[config.mk]
export PLATFORM = sky130hd
export DESIGN_NAME = id_ctrl_flat
export DESIGN_NICKNAME = d
export VERILOG_FILES = /design/src/rtl/id_pkg.sv /design/src/rtl/id_ctrl_if.sv /design/src/rtl/id_decode.sv /design/src/rtl/id_ctrl.sv /design/src/flat_wrapper.sv
export SDC_FILE = /design/constraint.sdc
export NUM_CORES = 1
export LEC_CHECK = 0
export CORE_ASPECT_RATIO = 1.5
export CORE_MARGIN = 3
export CORE_UTILIZATION = 46
export CTS_CLUSTER_SIZE = 14
export DETAILED_ROUTE_END_ITERATION = 7
export PLACE_DENSITY = 0.82
export SYNTH_ARGS = -nofsm -noshare
export SYNTH_HDL_FRONTEND = slang
export SYNTH_SLANG_ARGS = --single-unit
export TNS_END_PERCENT = 100
[constraint.sdc]
create_clock -name clk -period 3.5 [get_ports clk]
set_clock_uncertainty 0.05 [all_clocks]
set_input_delay 0.525 -clock clk [delete_from_list [all_inputs] [get_ports clk]]
set_output_delay 0.525 -clock clk [all_outputs]
set_load 0.005 [all_outputs]
[src/rtl/id_pkg.sv]
// Shared definitions for the id_ctrl decode/execute sequencer:
// opcodes, instruction field positions, ALU op codes, FSM state encoding
// and the decoded-instruction class struct.
package id_pkg;

  // Opcodes (instruction[15:12])
  localparam logic [3:0] OP_NOP  = 4'h0;
  localparam logic [3:0] OP_ADD  = 4'h1;
  localparam logic [3:0] OP_SUB  = 4'h2;
  localparam logic [3:0] OP_AND  = 4'h3;
  localparam logic [3:0] OP_OR   = 4'h4;
  localparam logic [3:0] OP_LDI  = 4'h5;
  localparam logic [3:0] OP_LD   = 4'h6;
  localparam logic [3:0] OP_ST   = 4'h7;
  localparam logic [3:0] OP_JMP  = 4'h8;
  localparam logic [3:0] OP_BZ   = 4'h9;
  localparam logic [3:0] OP_HALT = 4'hF;

  // Instruction field bit positions
  localparam int OP_HI = 15, OP_LO = 12;
  localparam int RD_HI = 11, RD_LO = 8;
  localparam int RS_HI = 7,  RS_LO = 4;
  localparam int RT_HI = 3,  RT_LO = 0;

  // ALU operation codes
  localparam logic [2:0] ALU_ADD = 3'd0;
  localparam logic [2:0] ALU_SUB = 3'd1;
  localparam logic [2:0] ALU_AND = 3'd2;
  localparam logic [2:0] ALU_OR  = 3'd3;

  typedef enum logic [2:0] {
    S_IDLE, S_DECODE, S_EXEC, S_MEMWR, S_MEMWAIT, S_WB, S_DONE, S_HALTED
  } state_e;

  typedef struct packed {
    logic       isAlu;
    logic       isLdi;
    logic       isLd;
    logic       isSt;
    logic       isJmp;
    logic       isBz;
    logic       isHalt;
    logic       isIllegal;
    logic [2:0] aluOp;
  } dec_t;

endpackage

[src/rtl/id_ctrl_if.sv]
// Control/status bundle between the id_ctrl sequencer (master) and the
// datapath / fetch / memory side (slave).
interface id_ctrl_if;
  logic        instValid;
  logic [15:0] instruction;
  logic        MFC;
  logic        zeroFlag;
  logic [3:0]  regRdA;
  logic        regRdEn;
  logic [3:0]  regWrAddr;
  logic        regWrEn;
  logic [2:0]  aluOp;
  logic        aluOutEn;
  logic [15:0] imm;
  logic        immOutEn;
  logic        marLoad;
  logic        mdrReadEn;
  logic        mdrWriteEn;
  logic        mdrROutEn;
  logic        memEn;
  logic        R_W;
  logic        pcLoad;
  logic        execDone;
  logic        halted;
  logic        illegal;
  logic        memFault;

  modport master (
    input  instValid, instruction, MFC, zeroFlag,
    output regRdA, regRdEn, regWrAddr, regWrEn, aluOp, aluOutEn, imm,
           immOutEn, marLoad, mdrReadEn, mdrWriteEn, mdrROutEn, memEn, R_W,
           pcLoad, execDone, halted, illegal, memFault
  );

  modport slave (
    output instValid, instruction, MFC, zeroFlag,
    input  regRdA, regRdEn, regWrAddr, regWrEn, aluOp, aluOutEn, imm,
           immOutEn, marLoad, mdrReadEn, mdrWriteEn, mdrROutEn, memEn, R_W,
           pcLoad, execDone, halted, illegal, memFault
  );
endinterface

[src/rtl/id_decode.sv]
// Combinational opcode classifier: instruction class flags plus ALU op.
module id_decode
  import id_pkg::*;
(
  input  logic [3:0] op_i,
  output dec_t       dec_o
);

  // Classify the opcode; A-E fall out as illegal
  always_comb begin
    dec_o           = '0;
    dec_o.isAlu     = (op_i >= OP_ADD) && (op_i <= OP_OR);
    dec_o.isLdi     = (op_i == OP_LDI);
    dec_o.isLd      = (op_i == OP_LD);
    dec_o.isSt      = (op_i == OP_ST);
    dec_o.isJmp     = (op_i == OP_JMP);
    dec_o.isBz      = (op_i == OP_BZ);
    dec_o.isHalt    = (op_i == OP_HALT);
    dec_o.isIllegal = (op_i > OP_BZ) && (op_i < OP_HALT);
    case (op_i)
      OP_SUB:  dec_o.aluOp = ALU_SUB;
      OP_AND:  dec_o.aluOp = ALU_AND;
      OP_OR:   dec_o.aluOp = ALU_OR;
      default: dec_o.aluOp = ALU_ADD;
    endcase
  end

endmodule

[src/rtl/id_ctrl.sv]
// Instruction decode/execute sequencer. Latches IR when fetch completes,
// then steps the register file / ALU / MAR / MDR / memory / PC strobes and
// pulses execDone to kick off the next fetch. All strobes are decoded from
// the state register so reset removes them asynchronously.
// Optional feature macro: ILLEGAL_TRAP_EN (illegal opcode halts the core).
module id_ctrl
  import id_pkg::*;
#(
  parameter int MEM_TIMEOUT = 16,
  parameter int IMM_W       = 8
) (
  input  logic     clk,
  input  logic     reset,
  id_ctrl_if.master bus
);

  localparam int CNT_W = (MEM_TIMEOUT > 1) ? $clog2(MEM_TIMEOUT) : 1;

  state_e            state_q, state_d;
  logic [15:0]       ir_q, ir_d;
  logic [CNT_W-1:0]  cnt_q, cnt_d;
  logic              fault_q, fault_d;
  dec_t              dec;

  id_decode u_dec (.op_i(ir_q[OP_HI:OP_LO]), .dec_o(dec));

  assign bus.memFault = fault_q;

  // State, latched instruction, MFC timeout counter and sticky fault
  always_ff @(posedge clk or posedge reset) begin
    if (reset) begin
      state_q <= S_IDLE;
      ir_q    <= '0;
      cnt_q   <= '0;
      fault_q <= 1'b0;
    end else begin
      state_q <= state_d;
      ir_q    <= ir_d;
      cnt_q   <= cnt_d;
      fault_q <= fault_d;
    end
  end

  // Next-state and strobe decode; counter only runs while in MEMWAIT
  always_comb begin
    state_d        = state_q;
    ir_d           = ir_q;
    cnt_d          = '0;
    fault_d        = fault_q;
    bus.regRdA     = '0;
    bus.regRdEn    = 1'b0;
    bus.regWrAddr  = '0;
    bus.regWrEn    = 1'b0;
    bus.aluOp      = '0;
    bus.aluOutEn   = 1'b0;
    bus.imm        = '0;
    bus.immOutEn   = 1'b0;
    bus.marLoad    = 1'b0;
    bus.mdrReadEn  = 1'b0;
    bus.mdrWriteEn = 1'b0;
    bus.mdrROutEn  = 1'b0;
    bus.memEn      = 1'b0;
    bus.R_W        = 1'b1;
    bus.pcLoad     = 1'b0;
    bus.execDone   = 1'b0;
    bus.halted     = 1'b0;
    bus.illegal    = 1'b0;
    case (state_q)
      S_IDLE: begin
        if (bus.instValid) begin
          ir_d    = bus.instruction;
          state_d = S_DECODE;
        end
      end
      S_DECODE: begin
        bus.illegal = dec.isIllegal;
`ifdef ILLEGAL_TRAP_EN
        state_d = dec.isIllegal ? S_HALTED : S_EXEC;
`else
        state_d = S_EXEC;
`endif
      end
      S_EXEC: begin
        if (dec.isAlu) begin
          bus.regRdA  = ir_q[RS_HI:RS_LO];
          bus.regRdEn = 1'b1;
          bus.aluOp   = dec.aluOp;
          state_d     = S_WB;
        end else if (dec.isLdi) begin
          state_d = S_WB;
        end else if (dec.isLd || dec.isSt) begin
          bus.regRdA  = ir_q[RS_HI:RS_LO];
          bus.regRdEn = 1'b1;
          bus.marLoad = 1'b1;
          state_d     = dec.isLd ? S_MEMWAIT : S_MEMWR;
        end else if (dec.isJmp || (dec.isBz && bus.zeroFlag)) begin
          bus.regRdA  = ir_q[RS_HI:RS_LO];
          bus.regRdEn = 1'b1;
          bus.pcLoad  = 1'b1;
          state_d     = S_DONE;
        end else if (dec.isHalt) begin
          state_d = S_HALTED;
        end else begin
          state_d = S_DONE;  // NOP, untaken BZ, illegal treated as NOP
        end
      end
      S_MEMWR: begin
        bus.regRdA     = ir_q[RD_HI:RD_LO];
        bus.regRdEn    = 1'b1;
        bus.mdrWriteEn = 1'b1;
        state_d        = S_MEMWAIT;
      end
      S_MEMWAIT: begin
        bus.memEn     = 1'b1;
        bus.R_W       = dec.isLd;
        bus.mdrReadEn = dec.isLd;
        cnt_d         = cnt_q + 1'b1;
        if (bus.MFC) begin
          state_d = dec.isLd ? S_WB : S_DONE;
        end else if (cnt_q == CNT_W'(MEM_TIMEOUT - 1)) begin
          fault_d = 1'b1;
          state_d = S_DONE;
        end
      end
      S_WB: begin
        bus.regWrEn   = 1'b1;
        bus.regWrAddr = ir_q[RD_HI:RD_LO];
        bus.aluOutEn  = dec.isAlu;
        bus.immOutEn  = dec.isLdi;
        bus.mdrROutEn = dec.isLd;
        if (dec.isLdi) bus.imm = {{(16 - IMM_W){1'b0}}, ir_q[IMM_W-1:0]};
        state_d = S_DONE;
      end
      S_DONE: begin
        bus.execDone = 1'b1;
        state_d      = S_IDLE;
      end
      S_HALTED: bus.halted = 1'b1;
      default:  state_d = S_IDLE;
    endcase
  end

endmodule

[src/flat_wrapper.sv]
// flat-port wrapper written by rule: the top's interface ports become plain ports
module id_ctrl_flat import id_pkg::*;
#(
  parameter int MEM_TIMEOUT = 16,
  parameter int IMM_W       = 8
)
  (clk, reset, bus_instValid, bus_instruction, bus_MFC, bus_zeroFlag, bus_regRdA, bus_regRdEn, bus_regWrAddr, bus_regWrEn, bus_aluOp, bus_aluOutEn, bus_imm, bus_immOutEn, bus_marLoad, bus_mdrReadEn, bus_mdrWriteEn, bus_mdrROutEn, bus_memEn, bus_R_W, bus_pcLoad, bus_execDone, bus_halted, bus_illegal, bus_memFault);
  id_ctrl_if bus_i ();
  input  logic clk;
  input  logic reset;
  input wire logic [$bits(bus_i.instValid)-1:0] bus_instValid;
  input wire logic [$bits(bus_i.instruction)-1:0] bus_instruction;
  input wire logic [$bits(bus_i.MFC)-1:0] bus_MFC;
  input wire logic [$bits(bus_i.zeroFlag)-1:0] bus_zeroFlag;
  output wire logic [$bits(bus_i.regRdA)-1:0] bus_regRdA;
  output wire logic [$bits(bus_i.regRdEn)-1:0] bus_regRdEn;
  output wire logic [$bits(bus_i.regWrAddr)-1:0] bus_regWrAddr;
  output wire logic [$bits(bus_i.regWrEn)-1:0] bus_regWrEn;
  output wire logic [$bits(bus_i.aluOp)-1:0] bus_aluOp;
  output wire logic [$bits(bus_i.aluOutEn)-1:0] bus_aluOutEn;
  output wire logic [$bits(bus_i.imm)-1:0] bus_imm;
  output wire logic [$bits(bus_i.immOutEn)-1:0] bus_immOutEn;
  output wire logic [$bits(bus_i.marLoad)-1:0] bus_marLoad;
  output wire logic [$bits(bus_i.mdrReadEn)-1:0] bus_mdrReadEn;
  output wire logic [$bits(bus_i.mdrWriteEn)-1:0] bus_mdrWriteEn;
  output wire logic [$bits(bus_i.mdrROutEn)-1:0] bus_mdrROutEn;
  output wire logic [$bits(bus_i.memEn)-1:0] bus_memEn;
  output wire logic [$bits(bus_i.R_W)-1:0] bus_R_W;
  output wire logic [$bits(bus_i.pcLoad)-1:0] bus_pcLoad;
  output wire logic [$bits(bus_i.execDone)-1:0] bus_execDone;
  output wire logic [$bits(bus_i.halted)-1:0] bus_halted;
  output wire logic [$bits(bus_i.illegal)-1:0] bus_illegal;
  output wire logic [$bits(bus_i.memFault)-1:0] bus_memFault;
  assign bus_i.instValid = bus_instValid;
  assign bus_i.instruction = bus_instruction;
  assign bus_i.MFC = bus_MFC;
  assign bus_i.zeroFlag = bus_zeroFlag;
  assign bus_regRdA = bus_i.regRdA;
  assign bus_regRdEn = bus_i.regRdEn;
  assign bus_regWrAddr = bus_i.regWrAddr;
  assign bus_regWrEn = bus_i.regWrEn;
  assign bus_aluOp = bus_i.aluOp;
  assign bus_aluOutEn = bus_i.aluOutEn;
  assign bus_imm = bus_i.imm;
  assign bus_immOutEn = bus_i.immOutEn;
  assign bus_marLoad = bus_i.marLoad;
  assign bus_mdrReadEn = bus_i.mdrReadEn;
  assign bus_mdrWriteEn = bus_i.mdrWriteEn;
  assign bus_mdrROutEn = bus_i.mdrROutEn;
  assign bus_memEn = bus_i.memEn;
  assign bus_R_W = bus_i.R_W;
  assign bus_pcLoad = bus_i.pcLoad;
  assign bus_execDone = bus_i.execDone;
  assign bus_halted = bus_i.halted;
  assign bus_illegal = bus_i.illegal;
  assign bus_memFault = bus_i.memFault;
  id_ctrl #(.MEM_TIMEOUT(MEM_TIMEOUT), .IMM_W(IMM_W)) u_core (.clk(clk), .reset(reset), .bus(bus_i));
endmodule
== Yosys cells after proc, flatten, opt, wreduce, memory -nomap -nowiden ==
Cells that the tools add are included.
Cells by class
  add/sub/neg operators: 1
  $lt $le $gt $ge: 4
  equal/unequal tests: 19
  mux-type cells: 47
  bitwise logic cells: 1
  reduce and logical (&&, ||, !) cells: 10
Operators with widths (number)
  two-way mux 3 bit: 9
  two-way mux 1 bit: 24
  two-way mux 4 bit: 6
  case mux 3 bit (7 select lines): 1
  equality test 4 x 3 -> 1 bit (second input constant): 4
  equality test 4 bit (second input constant): 4
  two-way mux 16 bit: 1
  equality test 3 bit (second input constant): 4
  equality test 4 x 2 -> 1 bit (second input constant): 2
  two-way mux 8 bit: 1
  case mux 4 bit (2 select lines): 1
  nonzero test 7 bit: 1
  equality test 3 x 2 -> 1 bit (second input constant): 2
  case mux 2 bit (3 select lines): 1
  AND reduction 3 bit: 2
  adder 4 x 1 -> 4 bit (second input constant): 1
  greater-or-equal comparator 4 x 1 -> 1 bit (second input constant): 1
  > comparator 4 bit (second input constant): 1
  less-or-equal comparator 4 x 3 -> 1 bit (second input constant): 1
  < comparator 4 bit (second input constant): 1
  two-way mux 2 bit: 2
  equality test 3 x 1 -> 1 bit (second input constant): 1
  logical AND 1 bit: 3
  logical NOT 3 bit: 1
  6 further kinds: 7
Storage, ports and cells
  bits in registers: 24
  input bits: 21
  output and inout bits: 42
  word-level logic and storage cells: 86

== Longest topological paths before layout ==
Gate-level depths: netlist (run 1).
  depth in word-level cells: 8
  gate-level depth with buffers: 6
  depth with buffers taken out: 5

== Cells and area by module ==
A second synthesis (run 1) with hierarchy kept.
Second synthesis, totals
  cells, all modules: 152
  area, all modules: 1505.2 um2
Modules (own cells, without submodules)
  id_ctrl: times used 1, cells each 129, area each 1355.0 um2, sequential area each 600.6 um2
  id_decode: times used 1, cells each 23, area each 150.1 um2, sequential area each 0.0 um2

== Worst setup path after synthesis (run 1) ==
OpenSTA, ideal clock, no wires.
  path kind: reg-to-output
  start point: register u_core.ir_q[13]
  end point: output bus_regRdA[0]
  arrival: 1.224 ns
  data required time: 2.925 ns
  slack: 1.701 ns
  cell stages (with the launch flop): 6
  path buffers: 1
  path through: dfrtp_1 -> buf_4 -> and2b_4 -> o21ai_1 -> and4_4 -> a22o_1
On the way
  longest elaborated chain between the ends: 8
  elaborated cells on any way between the ends: 16
  classes of those cells: 2 x order compare; 5 x eq/ne; 5 x mux; 4 x reduce/logical
RTL lines
  start: declaration: RTL line id_ctrl.sv:20  | logic [15:0] ir_q, ir_d;
  start signal: assignment: RTL line id_ctrl.sv:38  | ir_q <= ir_d;
  equality test 4 bit: RTL line id_decode.sv:17  | dec_o.isBz = (op_i == OP_BZ);
  logical AND 1 bit: RTL line id_ctrl.sv:96  | end else if (dec.isJmp || (dec.isBz && bus.zeroFlag)) begin
  logical OR 1 bit: RTL line id_ctrl.sv:96
  two-way mux 4 bit: RTL line id_ctrl.sv:96
  two-way mux 4 bit: RTL line id_ctrl.sv:91  | end else if (dec.isLd || dec.isSt) begin
  two-way mux 4 bit: RTL line id_ctrl.sv:89  | end else if (dec.isLdi) begin
  two-way mux 4 bit *: RTL line id_ctrl.sv:84  | if (dec.isAlu) begin
  case mux 4 bit (2 select lines) *: RTL line id_ctrl.sv:68  | case (state_q)
  end: declaration: RTL line flat_wrapper.sv:15  | output wire logic [$bits(bus_i.regRdA)-1:0] bus_regRdA;
Every way passes the cells marked *; elsewhere a longest branch is shown, timed or not.

== Worst setup path after layout (run 1) ==
  start point: register u_core.state_q[0]
  end point: output bus_imm[5]
On the way
  longest elaborated chain between the ends: 2
RTL lines
  start: declaration: RTL line id_ctrl.sv:19  | state_e state_q, state_d;
  start signal: assignment: RTL line id_ctrl.sv:37  | state_q <= state_d;
  equality test 3 bit: RTL line id_ctrl.sv:68
  two-way mux 16 bit: RTL line id_ctrl.sv:68
  end: declaration: RTL line flat_wrapper.sv:21  | output wire logic [$bits(bus_i.imm)-1:0] bus_imm;
No other way between the ends.

==> impl_metrics.yaml, run 1 <==
outcome:
  outcome: "complete, no violations"
power:
  comb_power_share_pct: 43.8
  cellPowerDensity_nw_per_um2: 670
  switching_power_uw: 511
  p_seq_share_pct: 42.1
  switching_share_pct: 37.6
  p_leak_uw: 0.000867
  p_int_uw: 848
  vdd_drop_max_mv: 0.385
  p_clk_share_pct: 14.0
floorplan:
  io_pins: 63
  die_w_um: 52.7
  die_h_um: 76.0
  row_count: 24
  core_region_area_um2: 3030
  die-area_um2: 4010
  initial_core_util_pct: 49.6
sta:
  fin_ws_ps: 597
  hold_violations: 0
  slew_headroom_pct: 40.3
  timing.fmax_ghz: 0.345
  setup_viol: 0
  rsz0062_at_grt: "false"
  tightest_slew_ps: 895
  post-route-min-period_ps: 2900
  tns_ps: 0
  min_period_over_period_pct: 82.9
  whs_ps: 425
  slew_violations: 0
clock_tree:
  cts_htree_levels: 1
  cts_tree: "yes"
  max-clock-path-buffers: 2
  ctsResizeCount: 0
  cts_made_buffers: 3
  cts_sinks: 24
  ctsHoldBuffers: 0
  clock_latency_ps: 270
  cts_setup_buffers: 0
  clockRootBuffer: "clkbuf_8"
  clkTransAtPathRegs_ps: 80
setup_path:
  cp.arrival_ps: 2330
  startpoint: "u_core.state_q[0]$_DFFE_PP0P_"
  crit_chain: "nor2b_4 -> nand2_2 -> nor3_4 -> and2_1 -> clkdlybuf4s50_1"
  worst_r2r_endpoint: "u_core.ir_q[11]$_DFFE_PP0P_"
  crit_slowest_cell: "dfrtp_1"
  crit_type: "register to output pin"
  rr_startpoint: "u_core.state_q[2]$_DFFE_PP0P_"
  cp-start-kind: "register"
  ff2ff_setup_slack_ps: 1770
  crit_required_ps: 2920
  reg2regPathDepth: 3
  endpoint_kind: "output pin"
  crit_fanout: 9
  slowest_delay_ps: 530
yosys:
  synth-compound-area-share_pct: 8.90
  synth-simple-area-share_pct: 25.5
  synth_fa_ha_area_share_pct: 0.832
  yosysSeqAreaShare_pct: 39.9
  synth_top_family_by_area: "simple AND/OR/NAND/NOR gates"
  synthCells: 148
  yosys.area.top_type: "dfrtp_1"
  synth_most_common_cell: "dfrtp_1"
  netlist_top_cells_count: "dfrtp_1 (24), nor2_1 (14), and2_1 (10), buf_4 (10), nand2_1 (10)"
  synthArstFlopShare_pct: 100
  synth_edf_count: 0
  ys_warn_count: 0
  synth_xor_area_share_pct: 1.16
  syn_area_um2: 1500
  synth.area.mux_share_pct: 11.7
  synth_cell_types: 44
  synth_ff_type: "dfrtp_1"
  synth_area_per_cell_um2: 10.2
  yosysTopAreaCellShare_pct: 39.9
  ys_top_cells_by_area: "dfrtp_1 (40%), mux2_2 (6.7%), buf_4 (5.0%)"
  ys_seq_elements: 24
placement:
  post-place-ws_ps: 835
  dpl.hpwl_um: 2690
  postPlaceCellArea_um2: 1970
  place.gp.congestion: 0.755
  numPortBuffers: 53
route:
  wl_per_cell_um: 15.3
  drt_wl_total_um: 3570
  viasPerCell: 5.17
  drtIter0Drc: 31
  post-route-drc-count: 0
  dr.pass1.iters: 4
  vias: 1209
  final_antenna_net_count: 0
global_route:
  gr-total-overflow: 0
  grt_pass1_vias: 1255
  top_usage_layer: "met2"
  grt_max_degree: 25
  use_met2_pct: 35.1
  use_met1_pct: 20.9
  grt_pass1_wl_um: 5870
  antenna_found_initial: 0
  grt_usage_pct: 19.5
  use_met3_pct: 2.94
cells_and_area:
  fin_nets: 218
  final_cell_area_um2: 2030
  area_growth_pct: 34.8
  num_antenna_cells: 0
  nFillCells: 261
  final_layout_size_suffix_gt1_share_pct: 14.4
hold_path:
  holdCritStartpoint: "u_core.cnt_q[0]$_DFF_PP0_"
  worstHoldEndpoint: "u_core.cnt_q[0]$_DFF_PP0_"
  worstHoldPathCells: 1
  hp-class: "register to register"
run:
  cap_violations: 0
power by group through the flow:
stage	clock network (uW)	registers, uW	logic [uW]
6_report	190	573	596
5_1_grt	205	597	657
4_1_cts	193	571	604
3_5_place_dp	0	572	596
3_3_place_gp	0	561	576
2_1_floorplan	0	457	541
critical path, delay by kind of cell (launching register included):
| family | cells | cell delay (ps) |
|---|---|---|
| flip-flops | 1 | 530 |
| buffers and inverters | 1 | 530 |
| AND/OR/NAND/NOR | 4 | 1000 |
stage by stage:
step           utilization (%)  std cells  total power (uW)
2_1_floorplan                -        156               999
3_3_place_gp              65.0        230              1140
3_5_place_dp              65.0        230              1170
4_1_cts                   66.8        234              1370
5_1_grt                   66.8        234              1460
6_report                  66.8        234              1360
placed cells by master, fill, tap and decap left out, drive strengths merged, types with 2 or more instances in the layout:
master         count
o21bai             2
nor4b              2
a22o               4
a21oi              3
and2              10
nor2b              3
nor2              15
clkdlybuf4s50     53
nand2             11
mux2              14
inv                5
nand3              3
clkbuf             4
conb               9
dfrtp             24
nor3               6
and3               6
o21ai              5
final cells by class:
| class | instances | area (um2) | area share, % |
|---|---|---|---|
| inverters | 5 | 18.8 | 0.926 |
| well taps | 39 | 48.8 | 2.41 |
| repair buffers | 54 | 538 | 26.5 |
| clock buffers | 4 | 55.1 | 2.72 |
| multi-input cells | 108 | 766 | 37.8 |
| flip-flops and latches | 24 | 601 | 29.6 |
layer usage:
layer  up-vias  wire length (um)
met2        48              1960
met5         -                 0
met4         0               121
met3        11               181
li1        579                 -
met1       571              1310
cells by family after synthesis:
group | count (synthesis)
compound gates | 19
xor+xnor | 2
fa+ha+maj | 1
buf+inv | 24
flops | 24
mux | 14
other cells | 1
simple gates | 63
worst max path at each step:
stage | end | slack [ps] | cells after the start
final | bus_imm[5] | 600 | 5
after global routing | bus_imm[2] | 470 | 5
after CTS | bus_imm[5] | 590 | 5
after detailed placement | bus_regRdA[0] | 840 | 6
after global placement | bus_regRdA[1] | 880 | 6
after floorplan | bus_regRdA[0] | 1700 | 5
state kept, by name, indices dropped and copies added (netlist names):
signal and count:
u_core.cnt_q 4, u_core.ir_q 16, u_core.bus.memFault 1, u_core.state_q 3
Note: power is estimated with default switching activity, not from simulation.
==> run 2: changes to the inputs <==
--- a/config.mk
+++ b/config.mk
@@ -7,10 +7,10 @@
 export LEC_CHECK = 0
 export CORE_ASPECT_RATIO = 1.5
 export CORE_MARGIN = 3
-export CORE_UTILIZATION = 46
+export CORE_UTILIZATION = 43
 export CTS_CLUSTER_SIZE = 14
 export DETAILED_ROUTE_END_ITERATION = 7
-export PLACE_DENSITY = 0.82
+export PLACE_DENSITY = 0.78
 export SYNTH_ARGS = -nofsm -noshare
 export SYNTH_HDL_FRONTEND = slang
 export SYNTH_SLANG_ARGS = --single-unit
==> constraint.sdc (replaced) <==
create_clock -name clk -period 3 [get_ports clk]
set_clock_uncertainty 0.05 [all_clocks]
set_input_delay 0.45 -clock clk [delete_from_list [all_inputs] [get_ports clk]]
set_output_delay 0.45 -clock clk [all_outputs]
set_load 0.005 [all_outputs]
==> run 2 against run 1 <==
Final cell count grew 0.43%; sequential power is 17% higher; critical path depth unchanged; critical path type unchanged; largest power group unchanged.
==> impl_metrics.yaml, run 2 (synthesis gave the netlist of run 1 again) <==
clock_tree:
  cts_sinks: 24
  cts_made_buffers: 3
  ctsResizeCount: 0
  clockRootBuffer: "clkbuf_8"
  cts_tree: "yes"
  clkTransAtPathRegs_ps: 80
  cts_setup_buffers: 0
  clock_latency_ps: 270
  max-clock-path-buffers: 2
  cts_htree_levels: 1
  ctsHoldBuffers: 0
global_route:
  grt_pass1_wl_um: 5930
  grt_pass1_vias: 1260
  grt_usage_pct: 18.4
  antenna_found_initial: 0
  use_met1_pct: 23.5
  top_usage_layer: "met2"
  use_met2_pct: 29.0
  grt_max_degree: 25
  gr-total-overflow: 0
  use_met3_pct: 5.50
setup_path:
  crit_type: "register to output pin"
  cp.arrival_ps: 2210
  ff2ff_setup_slack_ps: 1260
  slowest_delay_ps: 520
  crit_chain: "nor2b_4 -> nand2_2 -> nor3_4 -> and2_1 -> clkdlybuf4s50_1"
  endpoint_kind: "output pin"
  crit_slowest_cell: "dfrtp_1"
  worst_r2r_endpoint: "u_core.ir_q[10]$_DFFE_PP0P_"
  cp-start-kind: "register"
  crit_fanout: 9
  rr_startpoint: "u_core.state_q[2]$_DFFE_PP0P_"
  crit_required_ps: 2500
  reg2regPathDepth: 3
sta:
  min_period_over_period_pct: 90.5
  post-route-min-period_ps: 2710
  hold_violations: 0
  tightest_slew_ps: 911
  tns_ps: 0
  timing.fmax_ghz: 0.368
  setup_viol: 0
  slew_headroom_pct: 39.2
  slew_violations: 0
  rsz0062_at_grt: "false"
route:
  dr.pass1.iters: 4
  post-route-drc-count: 0
  drt_wl_total_um: 3550
  viasPerCell: 5.16
  final_antenna_net_count: 0
  vias: 1213
  wl_per_cell_um: 15.1
  drtIter0Drc: 42
placement:
  dp_cells: 231
  place.gp.congestion: 0.785
  dpl.hpwl_um: 2720
  numPortBuffers: 53
cells_and_area:
  final_common_cell: "clkdlybuf4s50_1"
  largest_reg_flops: 16
  top_regs: "u_core.ir_q: 16 flops, u_core.cnt_q: 4 flops, u_core.state_q: 3 flops"
  regArea_um2: 601
  max_flop_register: "u_core.ir_q"
  final_layout_size_suffix_gt1_share_pct: 14.4
  num_antenna_cells: 0
  mostFrequentLayoutCells: "clkdlybuf4s50_1 (53), dfrtp_1 (24), nor2_1 (14), nand2_1 (10), and2_1 (10)"
  multi_input_area_um2: 766
  nFillCells: 277
  fin_nets: 218
  area_growth_pct: 34.9
  instances_no_fill: 235
floorplan:
  row_count: 25
  die_w_um: 54.3
  die_h_um: 78.4
  die-area_um2: 4260
  core_region_area_um2: 3250
  initial_core_util_pct: 46.2
  io_pins: 63
run:
  cap_violations: 0
hold_path:
  worstHoldEndpoint: "u_core.cnt_q[0]$_DFF_PP0_"
  holdCritStartpoint: "u_core.cnt_q[0]$_DFF_PP0_"
  worstHoldPathCells: 1
  hp-class: "register to register"
power:
  p_leak_uw: 0.000867
  cellPowerDensity_nw_per_um2: 780
  vdd_drop_max_mv: 0.472
outcome:
  outcome: "complete, no violations"
-- run 2: cell counts in the layout (fill, tap and decap cells not counted) --
No cell type changed its count.
-- run 2: critical path, delay by kind of cell, from the launching register on --
kind	cells	cell delay [ps]
AND/OR/NAND/NOR	4	930
flip-flops	1	520
buffers and inverters	1	500
-- run 2: worst max-delay path by stage --
| stage | from | end | slack, ps | depth (start not counted) |
|---|---|---|---|---|
| after floorplan | u_core.ir_q[13]$_DFFE_PP0P_ | bus_regRdA[0] | 1280 | 5 |
| after global placement | bus_zeroFlag | bus_regRdA[0] | 530 | 6 |
| after detailed placement | bus_zeroFlag | bus_regRdA[2] | 480 | 6 |
| after CTS | u_core.state_q[0]$_DFFE_PP0P_ | bus_imm[1] | 260 | 5 |
| after global routing | u_core.state_q[0]$_DFFE_PP0P_ | bus_imm[1] | 80 | 5 |
| final | u_core.state_q[0]$_DFFE_PP0P_ | bus_imm[0] | 290 | 5 |
-- run 2: power by group --
group | total, uW | internal [uW] | switching (uW)
clock network | 214 | 117 | 97.1
logic | 698 | 409 | 289
registers | 670 | 463 | 207
-- run 2: per-stage QoR --
| step | worst slack [ps] | hold WS (ps) | cell area, um2 | power, uW | utilization, % |
|---|---|---|---|---|---|
| 3_3_place_gp | 526 | 397 | 1970 | 1340 | 60.7 |
| 5_1_grt | 78.9 | 467 | 2030 | 1700 | 62.3 |
| 3_5_place_dp | 484 | 412 | 1970 | 1370 | 60.7 |
| 6_report | 286 | 420 | 2030 | 1580 | 62.3 |
| 2_1_floorplan | 1280 | 379 | 1530 | 1160 | - |
| 4_1_cts | 260 | 429 | 2030 | 1600 | 62.3 |
-- run 2: area by class of cell --
type | instances | share of cell area (%)
inverters | 5 | 0.925
multi-input cells | 108 | 37.8
clock buffers | 4 | 2.71
well taps | 40 | 2.47
repair buffers | 54 | 26.5
flip-flops and latches | 24 | 29.6
-- run 2: routing by layer --
metal	share of wire, %	routed length (um)	vias up
met5	0	0	-
met4	1.3	47	0
met3	9.5	336	5
met2	50	1790	56
met1	39	1380	572
li1	-	-	580
==> run 3: changes to the inputs <==
--- a/config.mk
+++ b/config.mk
@@ -7,10 +7,11 @@
 export LEC_CHECK = 0
 export CORE_ASPECT_RATIO = 1.5
 export CORE_MARGIN = 3
-export CORE_UTILIZATION = 43
+export CORE_UTILIZATION = 62
 export CTS_CLUSTER_SIZE = 14
 export DETAILED_ROUTE_END_ITERATION = 7
-export PLACE_DENSITY = 0.78
+export DONT_BUFFER_PORTS = 1
+export PLACE_DENSITY = 0.75
 export SYNTH_ARGS = -nofsm -noshare
 export SYNTH_HDL_FRONTEND = slang
 export SYNTH_SLANG_ARGS = --single-unit
==> run 3 against run 2 <==
Utilization up 2.9 points; clock power up 8%; worst hold slack worse by 280 ps; largest cell class unchanged; total power down 9.2%.
==> impl_metrics.yaml, run 3 (synthesis gave the netlist of run 1 again) <==
clock_tree:
  cts_sinks: 24
  clkTransAtPathRegs_ps: 130
  ctsResizeCount: 0
  clockRootBuffer: "clkbuf_4"
  cts_tree: "yes"
  clock_latency_ps: 310
  max-clock-path-buffers: 2
  cts_made_buffers: 3
  ctsHoldBuffers: 0
  cts_setup_buffers: 0
  cts_htree_levels: 1
sta:
  min_period_over_period_pct: 77.4
  tns_ps: 0
  setup_viol: 0
  tightest_slew_ps: 881
  timing.fmax_ghz: 0.431
  rsz0062_at_grt: "false"
  slew_violations: 0
  hold_violations: 0
  slew_headroom_pct: 41.2
  post-route-min-period_ps: 2320
global_route:
  grt_max_degree: 25
  grt_pass1_wl_um: 4400
  gr-total-overflow: 0
  grt_usage_pct: 19.7
  grt_pass1_vias: 973
  antenna_found_initial: 0
setup_path:
  crit_chain: "nor2b_4 -> nand2_2 -> nor3_4 -> and2_1"
  endpoint_kind: "output pin"
  cp.arrival_ps: 1820
  ff2ff_setup_slack_ps: 1260
  crit_slowest_cell: "dfrtp_1"
  startpoint: "u_core.state_q[0]$_DFFE_PP0P_"
  worst_r2r_endpoint: "u_core.ir_q[1]$_DFFE_PP0P_"
  cp-start-kind: "register"
  reg2regPathDepth: 3
  crit_required_ps: 2500
  slowest_delay_ps: 520
  setup.worst_path.end: "bus_imm[3]"
  rr_startpoint: "u_core.state_q[2]$_DFFE_PP0P_"
  crit_type: "register to output pin"
  cp_num_buf_inv: 0
  path_depth: 4
  crit_fanout: 9
  cp_top_family: "simple AND/OR/NAND/NOR gates"
route:
  viasPerCell: 6.13
  vias: 1012
  drt_wl_total_um: 3010
  drtIter0Drc: 36
  wl_per_cell_um: 18.3
  dr.pass1.iters: 4
  post-route-drc-count: 0
  final_antenna_net_count: 0
placement:
  numPortBuffers: 0
  dpl.hpwl_um: 2300
  place.gp.congestion: 0.837
cells_and_area:
  fin_util_pct: 65.2
  final_layout_size_suffix_gt1_share_pct: 19.7
  top_regs: "u_core.ir_q: 16 flops, u_core.cnt_q: 4 flops, u_core.state_q: 3 flops"
  mostFrequentLayoutCells: "dfrtp_1 (24), nor2_1 (14), nand2_1 (10), and2_1 (10)"
  num_antenna_cells: 0
  area_growth_pct: -2.00
  max_flop_register: "u_core.ir_q"
  fin_nets: 165
  largest_reg_flops: 16
  final_common_cell: "dfrtp_1"
floorplan:
  die_h_um: 66.3
  row_count: 21
  io_pins: 63
  initial_core_util_pct: 66.6
  die_w_um: 46.2
  core_region_area_um2: 2260
  die-area_um2: 3060
power:
  p_seq_share_pct: 45.8
  finalPower_uw: 1440
  switching_power_uw: 563
  switching_share_pct: 39.1
  p_int_uw: 875
  p_leak_uw: 0.000674
  cellPowerDensity_nw_per_um2: 976
  p_clk_share_pct: 16.0
  comb_power_share_pct: 38.2
  vdd_drop_max_mv: 0.554
hold_path:
  hp-class: "input pin to async pin"
run:
  cap_violations: 0
outcome:
  outcome: "complete, no violations"
run 3: final cells by class:
class                           count  area (um2)
Fill cell                         198         786
Multi-Input combinational cell    108         766
Sequential cell                    24         601
Clock inverter                      1        30.0
Tap cell                           23        28.8
Clock buffer                        3        22.5
Inverter                            5        18.8
Timing Repair Buffer                1        7.51
run 3: layer usage:
metal / wire, um / track usage, % / up-vias / share of wire, %
li1: - / - / 471 / -
met1: 1110 / 22.2 / 490 / 37
met2: 1620 / 34.8 / 47 / 54
met3: 263 / 4.63 / 4 / 8.7
met4: 26 / 6.41 / 0 / 0.86
met5: 0 / 0 / - / 0
run 3: through the flow:
step                      worst slack (ps)  std cells  cell area [um2]  hold slack, ps
after floorplan                       1280        156             1530             379
after CTS                              664        165             1470             180
after global routing                   543        165             1470             192
after global placement                1100        161             1420             400
final                                  678        165             1470             143
after detailed placement              1020        161             1420             411
run 3: worst min path at each step:
stage | from | endpoint | slack, ps | cells past startpoint
floorplan | u_core.cnt_q[0]$_DFF_PP0_ | u_core.cnt_q[0]$_DFF_PP0_ | 380 | 1
global placement | u_core.cnt_q[0]$_DFF_PP0_ | u_core.cnt_q[0]$_DFF_PP0_ | 400 | 1
detailed placement | u_core.cnt_q[0]$_DFF_PP0_ | u_core.cnt_q[0]$_DFF_PP0_ | 410 | 1
CTS | reset | u_core.cnt_q[1]$_DFF_PP0_ | 180 | 1
global route | reset | u_core.cnt_q[1]$_DFF_PP0_ | 190 | 1
finish | reset | u_core.bus.memFault$_DFFE_PP0P_ | 140 | 1
run 3: power groups by stage:
stage | registers (uW) | clock network (uW) | logic, uW
2_1_floorplan | 534 | 0 | 631
3_3_place_gp | 652 | 0 | 533
3_5_place_dp | 665 | 0 | 549
4_1_cts | 656 | 236 | 553
5_1_grt | 682 | 245 | 608
6_report | 658 | 231 | 549
